===== config.mk =====
export PLATFORM = sky130hd
export DESIGN_NAME = memory_stage
export DESIGN_NICKNAME = d
export VERILOG_FILES = /design/src/rtl/memory_stage.sv
export SDC_FILE = /design/constraint.sdc
export NUM_CORES = 1
export LEC_CHECK = 0
export ABC_AREA = 1
export CAP_MARGIN = 20
export CORE_MARGIN = 2
export CORE_UTILIZATION = 42
export CTS_CLUSTER_SIZE = 12
export DETAILED_ROUTE_END_ITERATION = 12
export GPL_ROUTABILITY_DRIVEN = 0
export HOLD_SLACK_MARGIN = 0.12
export PLACE_DENSITY_LB_ADDON = 0.08
export SLEW_MARGIN = 0
export SYNTH_ARGS = -nofsm -noshare
export SYNTH_HDL_FRONTEND = slang
export SYNTH_SLANG_ARGS = --single-unit

===== constraint.sdc =====
create_clock -name i_CLK -period 9.2 [get_ports i_CLK]
set_clock_uncertainty 0.2 [all_clocks]
set_input_delay 1.38 -clock i_CLK [delete_from_list [all_inputs] [get_ports i_CLK]]
set_output_delay 1.38 -clock i_CLK [all_outputs]
set_load 0.005 [all_outputs]

===== src/rtl/memory_stage.sv =====
// memory_stage: MEM pipeline stage with a ready/valid data-memory handshake, store lane
// replication, load lane extraction and MEM/WB registers. Optional macro: MISALIGN_TRAP_EN.
`default_nettype none

module memory_stage #(
    parameter int DATA_WIDTH    = 32,
    parameter int ADDRESS_WIDTH = 32
) (
    input  logic                     i_CLK,
    input  logic                     i_RST,
    input  logic                     i_ValidM,
    input  logic [ADDRESS_WIDTH-1:0] i_ALUOutM,
    input  logic [DATA_WIDTH-1:0]    i_WriteDataM,
    input  logic                     i_MemReadM,
    input  logic                     i_MemWriteM,
    input  logic [1:0]               i_MemSizeM,
    input  logic                     i_MemUnsignedM,
    input  logic [1:0]               i_MemtoRegM,
    input  logic                     i_RegWriteM,
    input  logic [4:0]               i_WriteRegM,
    input  logic [ADDRESS_WIDTH-1:0] i_PCPlus4M,
    output logic                     o_DMemReq,
    output logic                     o_DMemWe,
    output logic [ADDRESS_WIDTH-1:0] o_DMemAddr,
    output logic [DATA_WIDTH-1:0]    o_DMemWData,
    output logic [3:0]               o_DMemBe,
    input  logic                     i_DMemReady,
    input  logic [DATA_WIDTH-1:0]    i_DMemRData,
    output logic                     o_StallM,
    output logic                     o_ValidW,
    output logic [ADDRESS_WIDTH-1:0] o_ALUOutW,
    output logic [DATA_WIDTH-1:0]    o_ReadDataW,
    output logic [1:0]               o_MemtoRegW,
    output logic                     o_RegWriteW,
    output logic [4:0]               o_WriteRegW,
    output logic [ADDRESS_WIDTH-1:0] o_PCPlus4W
`ifdef MISALIGN_TRAP_EN
    ,
    output logic                     o_MisalignExcW
`endif
);

    typedef enum logic [0:0] {IDLE = 1'b0, WAIT = 1'b1} state_t;
    state_t state_q;

    // Request captured on entry to WAIT so the memory sees stable values while stalled
    logic [ADDRESS_WIDTH-1:0] addr_q, pcplus4_q;
    logic [DATA_WIDTH-1:0]    wdata_q;
    logic [3:0]               be_q;
    logic                     we_q, load_q, uns_q, regwrite_q;
    logic [1:0]               size_q, memtoreg_q;
    logic [4:0]               writereg_q;

    logic                     validw_q, regwritew_q;
    logic [ADDRESS_WIDTH-1:0] aluoutw_q, pcplus4w_q;
    logic [DATA_WIDTH-1:0]    readdataw_q;
    logic [1:0]               memtoregw_q;
    logic [4:0]               writeregw_q;

    logic in_wait, mem_op, misalign, req, stall;
    logic validw_d, regwritew_d;
    logic [DATA_WIDTH-1:0] readdataw_d, cur_wdata, ld_data;
    logic [3:0] cur_be;
    logic [7:0] byte_v;
    logic [15:0] half_v;

    logic [ADDRESS_WIDTH-1:0] sel_addr, sel_pcplus4;
    logic [DATA_WIDTH-1:0]    sel_wdata;
    logic [3:0]               sel_be;
    logic                     sel_we, sel_load, sel_uns, sel_regwrite;
    logic [1:0]               sel_size, sel_memtoreg;
    logic [4:0]               sel_writereg;

    assign in_wait = (state_q == WAIT);
    assign mem_op  = i_ValidM & (i_MemReadM | i_MemWriteM);

`ifdef MISALIGN_TRAP_EN
    assign misalign = ~in_wait & mem_op &
                      (((i_MemSizeM == 2'b01) & i_ALUOutM[0]) |
                       (i_MemSizeM[1] & (i_ALUOutM[1:0] != 2'b00)));
`else
    assign misalign = 1'b0;
`endif

    assign req   = ~i_RST & (in_wait | (mem_op & ~misalign));
    assign stall = req & ~i_DMemReady;

    always_comb begin
        cur_be    = 4'b1111;
        cur_wdata = i_WriteDataM;
        if (i_MemWriteM) begin
            case (i_MemSizeM)
                2'b00: begin
                    cur_be    = 4'b0001 << i_ALUOutM[1:0];
                    cur_wdata = {(DATA_WIDTH/8){i_WriteDataM[7:0]}};
                end
                2'b01: begin
                    cur_be    = i_ALUOutM[1] ? 4'b1100 : 4'b0011;
                    cur_wdata = {(DATA_WIDTH/16){i_WriteDataM[15:0]}};
                end
                default: ;
            endcase
        end
    end

    assign sel_addr     = in_wait ? addr_q     : i_ALUOutM;
    assign sel_pcplus4  = in_wait ? pcplus4_q  : i_PCPlus4M;
    assign sel_wdata    = in_wait ? wdata_q    : cur_wdata;
    assign sel_be       = in_wait ? be_q       : cur_be;
    assign sel_we       = in_wait ? we_q       : i_MemWriteM;
    assign sel_load     = in_wait ? load_q     : (i_MemReadM & ~i_MemWriteM);
    assign sel_uns      = in_wait ? uns_q      : i_MemUnsignedM;
    assign sel_size     = in_wait ? size_q     : i_MemSizeM;
    assign sel_regwrite = in_wait ? regwrite_q : i_RegWriteM;
    assign sel_memtoreg = in_wait ? memtoreg_q : i_MemtoRegM;
    assign sel_writereg = in_wait ? writereg_q : i_WriteRegM;

    assign byte_v = i_DMemRData[{sel_addr[1:0], 3'b000} +: 8];
    assign half_v = i_DMemRData[{sel_addr[1], 4'b0000} +: 16];

    always_comb begin
        ld_data = i_DMemRData;
        case (sel_size)
            2'b00:   ld_data = {{(DATA_WIDTH-8){~sel_uns & byte_v[7]}}, byte_v};
            2'b01:   ld_data = {{(DATA_WIDTH-16){~sel_uns & half_v[15]}}, half_v};
            default: ;
        endcase
    end

    // A stalled cycle retires a bubble; a misaligned op retires without its register write
    assign validw_d    = ~stall & (in_wait | i_ValidM);
    assign regwritew_d = validw_d & sel_regwrite & ~misalign;
    assign readdataw_d = (~stall & req & sel_load) ? ld_data : '0;

    always_ff @(posedge i_CLK or posedge i_RST) begin
        if (i_RST) begin
            state_q     <= IDLE;
            addr_q      <= '0;
            pcplus4_q   <= '0;
            wdata_q     <= '0;
            be_q        <= '0;
            we_q        <= 1'b0;
            load_q      <= 1'b0;
            uns_q       <= 1'b0;
            regwrite_q  <= 1'b0;
            size_q      <= '0;
            memtoreg_q  <= '0;
            writereg_q  <= '0;
            validw_q    <= 1'b0;
            regwritew_q <= 1'b0;
            aluoutw_q   <= '0;
            pcplus4w_q  <= '0;
            readdataw_q <= '0;
            memtoregw_q <= '0;
            writeregw_q <= '0;
        end else begin
            case (state_q)
                IDLE: begin
                    if (stall) begin
                        state_q    <= WAIT;
                        addr_q     <= i_ALUOutM;
                        pcplus4_q  <= i_PCPlus4M;
                        wdata_q    <= cur_wdata;
                        be_q       <= cur_be;
                        we_q       <= i_MemWriteM;
                        load_q     <= i_MemReadM & ~i_MemWriteM;
                        uns_q      <= i_MemUnsignedM;
                        regwrite_q <= i_RegWriteM;
                        size_q     <= i_MemSizeM;
                        memtoreg_q <= i_MemtoRegM;
                        writereg_q <= i_WriteRegM;
                    end
                end
                WAIT: begin
                    if (i_DMemReady) state_q <= IDLE;
                end
                default: state_q <= IDLE;
            endcase
            validw_q    <= validw_d;
            regwritew_q <= regwritew_d;
            aluoutw_q   <= sel_addr;
            pcplus4w_q  <= sel_pcplus4;
            readdataw_q <= readdataw_d;
            memtoregw_q <= sel_memtoreg;
            writeregw_q <= sel_writereg;
        end
    end

`ifdef MISALIGN_TRAP_EN
    logic misalignw_q;
    always_ff @(posedge i_CLK or posedge i_RST) begin
        if (i_RST) misalignw_q <= 1'b0;
        else       misalignw_q <= misalign;
    end
    assign o_MisalignExcW = misalignw_q;
`endif

    assign o_DMemReq   = req;
    assign o_DMemWe    = req & sel_we;
    assign o_DMemBe    = req ? sel_be : 4'b0000;
    assign o_DMemAddr  = {sel_addr[ADDRESS_WIDTH-1:2], 2'b00};
    assign o_DMemWData = sel_wdata;
    assign o_StallM    = stall;

    assign o_ValidW    = validw_q;
    assign o_RegWriteW = regwritew_q;
    assign o_ALUOutW   = aluoutw_q;
    assign o_PCPlus4W  = pcplus4w_q;
    assign o_ReadDataW = readdataw_q;
    assign o_MemtoRegW = memtoregw_q;
    assign o_WriteRegW = writeregw_q;

endmodule

`default_nettype wire


==> parameters.txt <==
Parameter                              Value

Power and ir drop
  Total internal power ... just under 2 mW
  Switching power share of the total ... 27.1%
  Net switching component of the power ... 733 uW
  Total power of the final layout ... 2.71 mW
  Clk network pwr share ... 35.3%
  Pwr per Cell Area ... roughly 200 mW/mm2
  Leak ... 6.48 nW
  Portion of total power attributed to combinational logic ... 20.4%
  Maximum VDD drop ... 0.107 mV
  Flop pwr share ... 44.3%

Floorplan
  Die extent in x ... 156 um
  Top-level port count ... between 300 and 400
  Height of the chip ... around 160 um
  Initial core utilization ... 42.9%
  Core area ... 0.0227 mm2
  Die outline area ... around 0.024 mm2
  Placement Rows ... 55

STA
  Final number of hold-violating endpoints ... 0
  Period minus WS final ... between 5 and 6 ns
  Worst-case hold slack ... 0.277 ns
  Remaining max-slew budget at the tightest pin ... around 28%
  Summed negative setup slack over all endpoints ... 0 ns
  Slew of the pin with the lowest slew margin ... 1.07 ns
  Final setup violation count ... 0
  Setup slack of the critical path after layout ... 3.54 ns
  Max Freq ... between 150 and 200 MHz
  Final Slew Violations ... 0
  Final period util ... between 60% and 70%
  RSZ-0062 raised after global routing ... no

Placed design
  Post-Place Cell Area ... around 0.013 mm2
  Number of I/O port buffers ... around 320
  Pre-CTS setup slack ... 3.51 ns
  Placed insts ... 1705
  HPWL reported at the end of detailed placement ... around 18 mm

Min path
  HP Start ... pcplus4_q[7]
  Hold Path Stages ... 2
  Worst min-delay path category ... flip-flop to flip-flop
  Destination of the worst hold path ... o_PCPlus4W[7]

Yosys
  Average cell area after synthesis ... 8.19 um2
  Proportion of netlist area held by the largest area contributor ... 56.2%
  Fraction of the yosys area taken by sequential cells ... between 50 and 60%
  Number of distinct library cell variants in the gate-level netlist after synthesis ... 25
  Synthesized area ... 0.00975 mm2
  Synth Warn # ... 0
  Largest cells by area after synthesis ... dfrtp_1 56%, nand2_1 16%, o21ai_0 6.4%
  Post-synthesis instance total ... approximately 1200
  Cell accounting for the most synthesized area ... dfrtp_1
  Flip-flop and latch count after synthesis ... 219

Global routing
  Number of global-route vias before repair ... 8167
  First-pass GRT wire length ... ~42 mm
  Largest net degree at the start of global routing ... ~140
  Total congestion overflow after global routing ... 0
  Total routing usage reported by global routing ... around a fifth
  Number of antenna violations at the first check in global routing ... 3

Cells and area
  Post-layout instance count excluding filler cells ... between 1500 and 2000
  Count of fill cells added during filler insertion ... 2055
  Area of all sequential standard cells ... 0.00548 mm2
  Design Area, Final ... 0.0136 mm2
  Layout cells sized above 1 ... 4.09%
  Final core occ ... 60.1%
  Post-synthesis to final-layout area growth ... 40.0%
  Multi-input combinational cell area ... ~0.0032 mm2
  Nets@finish ... 1594

Worst setup path
  Kind of critical path ... primary input to primary output
  FF-to-FF Start ... in_wait
  Slowest stage delay, CP ... 0.66 ns
  Crit-path max FO ... 138
  Worst setup startpoint ... i_RST
  Count of cells along the worst register-to-register path ... 7
  Data arrival time of the critical path ... just over 4 ns
  Worst path cell trace ... clkdlybuf4s50_1, inv_8, o21ai_1, nor2_4, o21ai_0, a21oi_1, clkdlybuf4s50_1
  Highest-delay cell along the critical path ... inv_8
  Worst endpoint required time ... 7.62 ns
  Most frequent cell on the critical path ... clkdlybuf4s50_1
  Endpoint class of the critical path ... primary output
  R2R setup slack ... 5.08 ns
  Category of the worst setup path launch point ... primary input
  Endpoint of the lowest-slack register-to-register path ... o_ReadDataW[22]

Clocking
  Count of H-tree levels built during CTS ... 1
  Buffer count from post-CTS setup fixing ... 0
  Clk Tree Root Cell ... clkbuf_16
  Clock transition at the registers of the reported paths ... roughly 0.06 ns
  CTS tree ... yes
  Number of instances resized during post-cts repair ... 0
  Maximum number of buffers from clock root to sink ... 3
  Worst-skew pair later-pin latency ... ~0.52 ns
  Number of clock sinks seen by CTS ... 219
  Cts-stage hold buffer count ... 0
  Clock buffer count from CTS ... 25

Status
  Outcome ... completed

Route
  Routed vias/inst ... between 4 and 5
  Number of vias after detailed routing ... about 8400
  Final routed wirelength across all metal layers ... 26.3 mm
  Average wire per standard cell ... 15.0 um
  Number of iterations in the first detailed-routing pass ... 5
  DRC violation count after routing ... 0
  Count of antenna-violating nets left after detailed routing ... 0
  Detailed Route Iter0 Violations ... 483

Run
  Max Cap Viol ... 0
-- area by class of cell --
cell class	instances	area share [%]
sequential	219	40.2
timing repair buffer	328	24.0
multi-input combinational	740	23.5
clock buffer	40	5.58
inverter	135	3.80
tap	285	2.61
clock inverter	5	0.211
antenna	2	0.0367
-- sequential cells by signal (all words and copies together), names as in the netlist, 4 cells and up --
name / count
o_PCPlus4W: 32
o_WriteRegW: 5
wdata_q: 32
o_ALUOutW: 32
writereg_q: 5
pcplus4_q: 32
o_ReadDataW: 32
be_q: 4
addr_q: 32
-- synth_stat cells --
cell and count:
nand2_1 415, dfrtp_1 219, inv_1 132, o21ai_0 124, o21ai_1 96, a21oi_1 36
buf_4 34, buf_2 33, clkbuf_1 27, nor2_1 23, nand3_1 15, o22ai_1 10
a31oi_1 9, buf_1 2, buf_6 2, inv_2 2, nor2_4 2, nor3_2 2
o211ai_1 2, conb_1 1, inv_4 1, nand2_2 1, nand4_1 1, nor2_2 1
o21ai_2 1
-- worst max-delay path, delay by kind of cell --
| family | cells | cell delay, ns |
|---|---|---|
| buffers and inverters | 3 | 1.67 |
| AO/OA/AOI/OAI | 3 | 0.59 |
| AND/OR/NAND/NOR | 1 | 0.33 |
-- layer usage --
layer  GRT usage, %  vias up  part of all wire [%]
li1               -     4229                     -
met1           28.2     3876                    43
met2           34.8      246                    47
met3           5.70       38                   8.1
met4           6.20        2                   2.2
met5              0        -                 0.050
-- cells in the final DEF (no fill, tap or decap), types with 2 or more instances in the layout --
cell type / n
o22ai_1: 10
o21ai_1: 96
inv_6: 2
dfrtp_1: 218
a21oi_1: 36
o21ai_0: 124
clkbuf_8: 8
conb_1: 2
clkbuf_16: 25
nor2_4: 2
nor2_1: 23
diode_2: 2
clkbuf_1: 7
clkdlybuf4s50_1: 318
o211ai_1: 2
inv_1: 131
nand2_1: 415
a31oi_1: 9
nand3_1: 15
buf_4: 8
clkinv_2: 4
inv_2: 2
nor3_2: 2
-- worst max path at each step --
stage	end	slack [ns]
final	o_DMemBe[3]	3.54
after CTS	o_DMemBe[3]	3.49
after detailed placement	o_DMemBe[1]	3.51
after global routing	o_DMemBe[3]	3.22
after global placement	o_DMemBe[3]	3.55
after floorplan	o_DMemBe[0]	0.28
-- kinds of logic after synthesis --
group / Yosys count / synth area share [%]
compound gates: 278 / 14.6
buf+inv: 233 / 10.9
flops: 219 / 56.2
other cells: 1 / 0.0385
simple gates: 460 / 18.3
-- power groups by stage --
| stage | clock network [mW] | registers, mW | logic [mW] |
|---|---|---|---|
| 4_1_cts | 0.978 | 1.20 | 0.559 |
| 5_1_grt | 1.02 | 1.22 | 0.628 |
| 3_3_place_gp | 0 | 1.21 | 0.545 |
| 6_report | 0.954 | 1.20 | 0.552 |
| 2_1_floorplan | 0 | 1.20 | 0.294 |
| 3_5_place_dp | 0 | 1.21 | 0.556 |
Power figures use the tool's default switching activity.
